### config.mk
export PLATFORM = sky130hd
export DESIGN_NAME = jpc_regfile_mp
export DESIGN_NICKNAME = d
export VERILOG_FILES = /design/src/rtl/jpc_regfile_mp.sv
export SDC_FILE = /design/constraint.sdc
export NUM_CORES = 2
export LEC_CHECK = 0
export CORE_MARGIN = 2
export CORE_UTILIZATION = 25
export DETAILED_ROUTE_END_ITERATION = 10
export SETUP_SLACK_MARGIN = 0.15
export SLEW_MARGIN = 20
export SYNTH_ARGS = -nofsm -noshare
export SYNTH_HDL_FRONTEND = slang
export SYNTH_SLANG_ARGS = --single-unit
### constraint.sdc
create_clock -name clk -period 10.8 [get_ports clk]
set_input_delay 1.08 -clock clk [delete_from_list [all_inputs] [get_ports clk]]
set_output_delay 1.08 -clock clk [all_outputs]
set_load 0.01 [all_outputs]
### src/rtl/jpc_regfile_mp.sv
// Multi-port register file: NUM_WR write ports, NUM_RD read ports with registered, stall-holding outputs.
// Optional same-cycle write-to-read bypass is enabled by defining JPC_REGFILE_BYPASS_EN.
module jpc_regfile_mp #(
  parameter int NUM_REGS = 32,
  parameter int DATA_W   = 32,
  parameter int NUM_RD   = 2,
  parameter int NUM_WR   = 1,
  parameter int IDX_W    = $clog2(NUM_REGS),
  parameter int ZERO_REG = 1
) (
  input  logic                     clk,
  input  logic                     rst,
  input  logic [NUM_RD*IDX_W-1:0]  rd_idx_I,
  input  logic [NUM_RD-1:0]        rd_idx_valid_I,
  output logic [NUM_RD-1:0]        rd_idx_ready_O,
  output logic [NUM_RD*DATA_W-1:0] rd_data_O,
  output logic [NUM_RD-1:0]        rd_data_valid_O,
  input  logic [NUM_RD-1:0]        rd_data_ready_I,
  input  logic [NUM_WR*IDX_W-1:0]  wr_idx_I,
  input  logic [NUM_WR*DATA_W-1:0] wr_data_I,
  input  logic [NUM_WR-1:0]        wr_valid_I,
  output logic [NUM_WR-1:0]        wr_ready_O
);

  typedef enum logic {EMPTY = 1'b0, FULL = 1'b1} rd_state_t;

  logic [DATA_W-1:0] regs      [NUM_REGS];
  logic [DATA_W-1:0] rd_val    [NUM_RD];
  logic [DATA_W-1:0] rd_data_q [NUM_RD];
  rd_state_t         state_q   [NUM_RD];
  rd_state_t         state_d   [NUM_RD];
  logic [NUM_RD-1:0] accept;

  // An index is live storage if it is in range and not the hardwired zero register.
  function automatic logic reg_ok(input logic [IDX_W-1:0] idx);
    return (int'(idx) < NUM_REGS) && !((ZERO_REG != 0) && (idx == '0));
  endfunction

  assign wr_ready_O = {NUM_WR{!rst}};

  // Ports are scanned in ascending order so the highest-numbered writer wins.
  always_ff @(posedge clk) begin
    if (rst) begin
      for (int r = 0; r < NUM_REGS; r++) regs[r] <= '0;
    end else begin
      for (int w = 0; w < NUM_WR; w++) begin
        if (wr_valid_I[w] && reg_ok(wr_idx_I[w*IDX_W +: IDX_W]))
          regs[wr_idx_I[w*IDX_W +: IDX_W]] <= wr_data_I[w*DATA_W +: DATA_W];
      end
    end
  end

  always_comb begin
    for (int p = 0; p < NUM_RD; p++) begin
      rd_val[p] = '0;
      if (reg_ok(rd_idx_I[p*IDX_W +: IDX_W]))
        rd_val[p] = regs[rd_idx_I[p*IDX_W +: IDX_W]];
`ifdef JPC_REGFILE_BYPASS_EN
      for (int w = 0; w < NUM_WR; w++) begin
        if (wr_valid_I[w] && reg_ok(wr_idx_I[w*IDX_W +: IDX_W]) &&
            (wr_idx_I[w*IDX_W +: IDX_W] == rd_idx_I[p*IDX_W +: IDX_W]))
          rd_val[p] = wr_data_I[w*DATA_W +: DATA_W];
      end
`endif
    end
  end

  // Read-port state register and snapshot data register.
  always_ff @(posedge clk) begin
    for (int p = 0; p < NUM_RD; p++) begin
      if (rst) begin
        state_q[p]   <= EMPTY;
        rd_data_q[p] <= '0;
      end else begin
        state_q[p] <= state_d[p];
        if (accept[p]) rd_data_q[p] <= rd_val[p];
      end
    end
  end

  always_comb begin
    for (int p = 0; p < NUM_RD; p++) begin
      state_d[p] = state_q[p];
      case (state_q[p])
        EMPTY:   if (accept[p]) state_d[p] = FULL;
        FULL:    if (rd_data_ready_I[p] && !accept[p]) state_d[p] = EMPTY;
        default: state_d[p] = EMPTY;
      endcase
    end
  end

  always_comb begin
    rd_idx_ready_O  = '0;
    rd_data_valid_O = '0;
    rd_data_O       = '0;
    accept          = '0;
    for (int p = 0; p < NUM_RD; p++) begin
      rd_data_valid_O[p]            = (state_q[p] == FULL);
      rd_idx_ready_O[p]             = !rst && ((state_q[p] == EMPTY) || rd_data_ready_I[p]);
      accept[p]                     = rd_idx_valid_I[p] && rd_idx_ready_O[p];
      rd_data_O[p*DATA_W +: DATA_W] = rd_data_q[p];
    end
  end

endmodule

==> impl_metrics.ini <==
[setup_path]
crit_arrival_ns = 4.99
worstPathRequired_ns = 11.23
path_cells = buf_8, buf_4, buf_4, mux4_2, a22o_1, a2111oi_1, nor3_1
worst_setup_path_end_kind = flop
start_kind = input port
slowest_stage = buf_4
critPathMaxStageDelay_ns = 0.80
critPathTopFamily = buffers and inverters
crit_fanout = 73
path_class = in -> reg
path_common_cell = buf_4
path_buf_inv = 3

[clock_network]
hold_buffers = 0
clkSlewWorstSetupHoldPaths_ns = 0.06
clock-root-buffer = clkbuf_16
clk_path_buf_depth = 3
htree_levels = 3
cts.sinks = 1090
cts_setup_buffers = 0
clkLatencyLatePin_ns = 0.74
cts_resized = 0
cts_buffers = 106
cts_tree = yes

[timing]
clock.fmax_mhz = 219
slew_headroom_pct = 23.8
grt_setup_unrepaired = false
hold_viol_final = 0
setup_violations = 0
worst_pin_slew_ns = 1.14
period_share_pct = 42.3
finalClockSkew_ns = 0.0269
period_needed_ns = 4.57
final.setup.tns_ns = 0
slew_viol_final = 0

[power_and_ir_drop]
ir_drop_uv = 118
switchingPower_mw = 2.47
p_int_mw = 7.45
p_leak_nw = 21.3
power.total_mw = 9.92
p_sw_share_pct = 24.9
clkPwrFrac_pct = 37.8
seqPwrFrac_pct = 50.8
p_per_area_nw_per_um2 = 154
combPwrFrac_pct = 11.4

[synth]
synth_top_area_share_pct = 57.7
ys_seq_elements = 1090
avgSynthCellArea_um2 = 15.6
synthTopCellsByArea = edfxtp_1 (58%), mux4_2 (16%), and2_1 (11%), mux2i_1 (2.1%), mux4_1 (2.0%)
synthFlopType = edfxtp_1
yosysSeqAreaShare_pct = 57.8
yosys.area.top_type = edfxtp_1
synth.cell_area_um2 = 56600
synth_warnings = 0
async_reset_ff_share_pct = 0
synth_edf_count = 1088
synthesis.instances = 3620
ys_types = 51

[layout]
final_cell_mix = edfxtp_1 (1,088), and2_1 (992), mux4_2 (410), a22oi_1 (128), mux2i_1 (118)
stdcell_count = 6684
drive_gt1_share_pct = 21.9
stdcell_area_um2 = 64300
area_growth_pct = 13.7
final_util_pct = 28.6
nFillCells = 22200
nets = 3649
final_common_cell = edfxtp_1

[routing]
drc_errors = 0
vias = 35000
drt_iter0_drc = 4599
viasPerCell = 5.23
post_drt_wl_per_cell_um = 29.7
drtAntennaViolNets = 0
wl_mm = 199
dr.pass1.iters = 6

[min_path]
hp-class = reg -> reg

[global_routing]
grt_max_degree = 113
track_usage_pct = 16.9
overflow = 0
grt_first_pass_wirelength_mm = 277
antenna_found_initial = 20
grt_pass1_vias = 35400

[die]
die_h_um = 480
start_util_pct = 25.2
core_area_um2 = 225000
core.rowCount = 174
die_w_um = 480
num_io_pins = 123
die_area_um2 = 230000

[placement]
port_buffers = 122
place_area_um2 = 60900
dp_hpwl_mm = 110
gp_congestion = 0.836
dp_cells = 6479

[job]
maxCapViolCount = 0

[run_status]
status = completed
worst register-to-register path, cell delays in order, from the launching register on:
cell and delay, ns:
edfxtp_1 0.39, mux4_2 0.49, a22o_1 0.25, a2111oi_1 0.90
nor3_1 0.10
kinds of logic after synthesis:
| family | Yosys count | share of synthesized area, % |
|---|---|---|
| compound gates | 371 | 5.31 |
| simple gates | 1183 | 12.6 |
| other cells | 1 | 0.00663 |
| flops | 1090 | 57.8 |
| mux | 578 | 20.6 |
| buf+inv | 397 | 3.74 |
power by group through the flow:
stage	Sequential, mW	Clock (mW)	Combinational, mW
global placement	5.11	0	1.12
CTS	5.04	3.78	1.12
global route	5.06	3.93	1.17
detailed placement	5.13	0	1.12
finish	5.04	3.75	1.13
floorplan	5.08	0	0.697
area by class of cell:
| class | instances | area (µm²) | share of cell area, % |
|---|---|---|---|
| antenna | 10 | 25.0 | 0.0389 |
| clock buffer | 132 | 2820 | 4.39 |
| clock inverter | 63 | 579 | 0.901 |
| inverter | 1 | 3.75 | 0.00584 |
| multi-input combinational | 2164 | 22400 | 34.8 |
| sequential | 1090 | 32700 | 50.9 |
| tap | 2992 | 3740 | 5.82 |
| timing repair buffer | 232 | 2030 | 3.16 |
state kept, by name, indices dropped and copies added, names as in the netlist:
signal / flops
rd_data_q: 64
regs: 1024
state_q: 2
Yosys cell counts, types with 2 or more instances:
cell             number
nor3_1               27
a2111oi_2            18
and2_1              994
or3b_2                2
buf_8                 4
and4b_1               2
buf_1                20
a22o_1               76
buf_2                30
nand3b_1              4
a22oi_1             128
o221ai_1             28
o22ai_1              30
mux4_2              410
mux2i_1             118
clkbuf_4              3
mux2_2                6
nor2_1               39
a211oi_1             36
a22o_2                6
clkbuf_8             12
dfxtp_1               2
or3_1                 2
or3b_1                3
buf_12                8
buf_6                26
buf_4                16
clkbuf_1            272
a2111oi_1            16
nand2b_1              2
nor2b_1              18
nand3_1               3
edfxtp_1           1088
mux4_1               44
a221oi_2              2
nand2_1              79
clkdlybuf4s50_2       2
o21ai_0              31
per-layer routing:
layer / GRT usage [%] / vias to the layer above / wire length, µm
met5: 0 / - / 99
met4: 9.65 / 18 / 11300
met3: 2.57 / 468 / 16200
met2: 28.8 / 1972 / 98800
met1: 20.3 / 18500 / 72400
li1: - / 14000 / -
metrics by stage:
stage | setup WS, ns | hold slack (ns)
after CTS | 6.23 | 0.604
after global routing | 6.00 | 0.649
final | 6.23 | 0.602
after floorplan | 6.17 | 0.570
after detailed placement | 5.46 | 0.594
after global placement | 5.43 | 0.592
path summary, 6_finish.rpt:
kind	slack, ns	start	end	cells after the start
max reg2reg	8.38	regs[15][19]	rd_data_q[0][19]	4
min	0.60	state_q[0]	state_q[0]	3
max	6.23	rd_idx_I[0]	rd_data_q[0][24]	7
min reg2reg	0.60	state_q[0]	state_q[0]	3
Power figures use the tool's default switching activity.
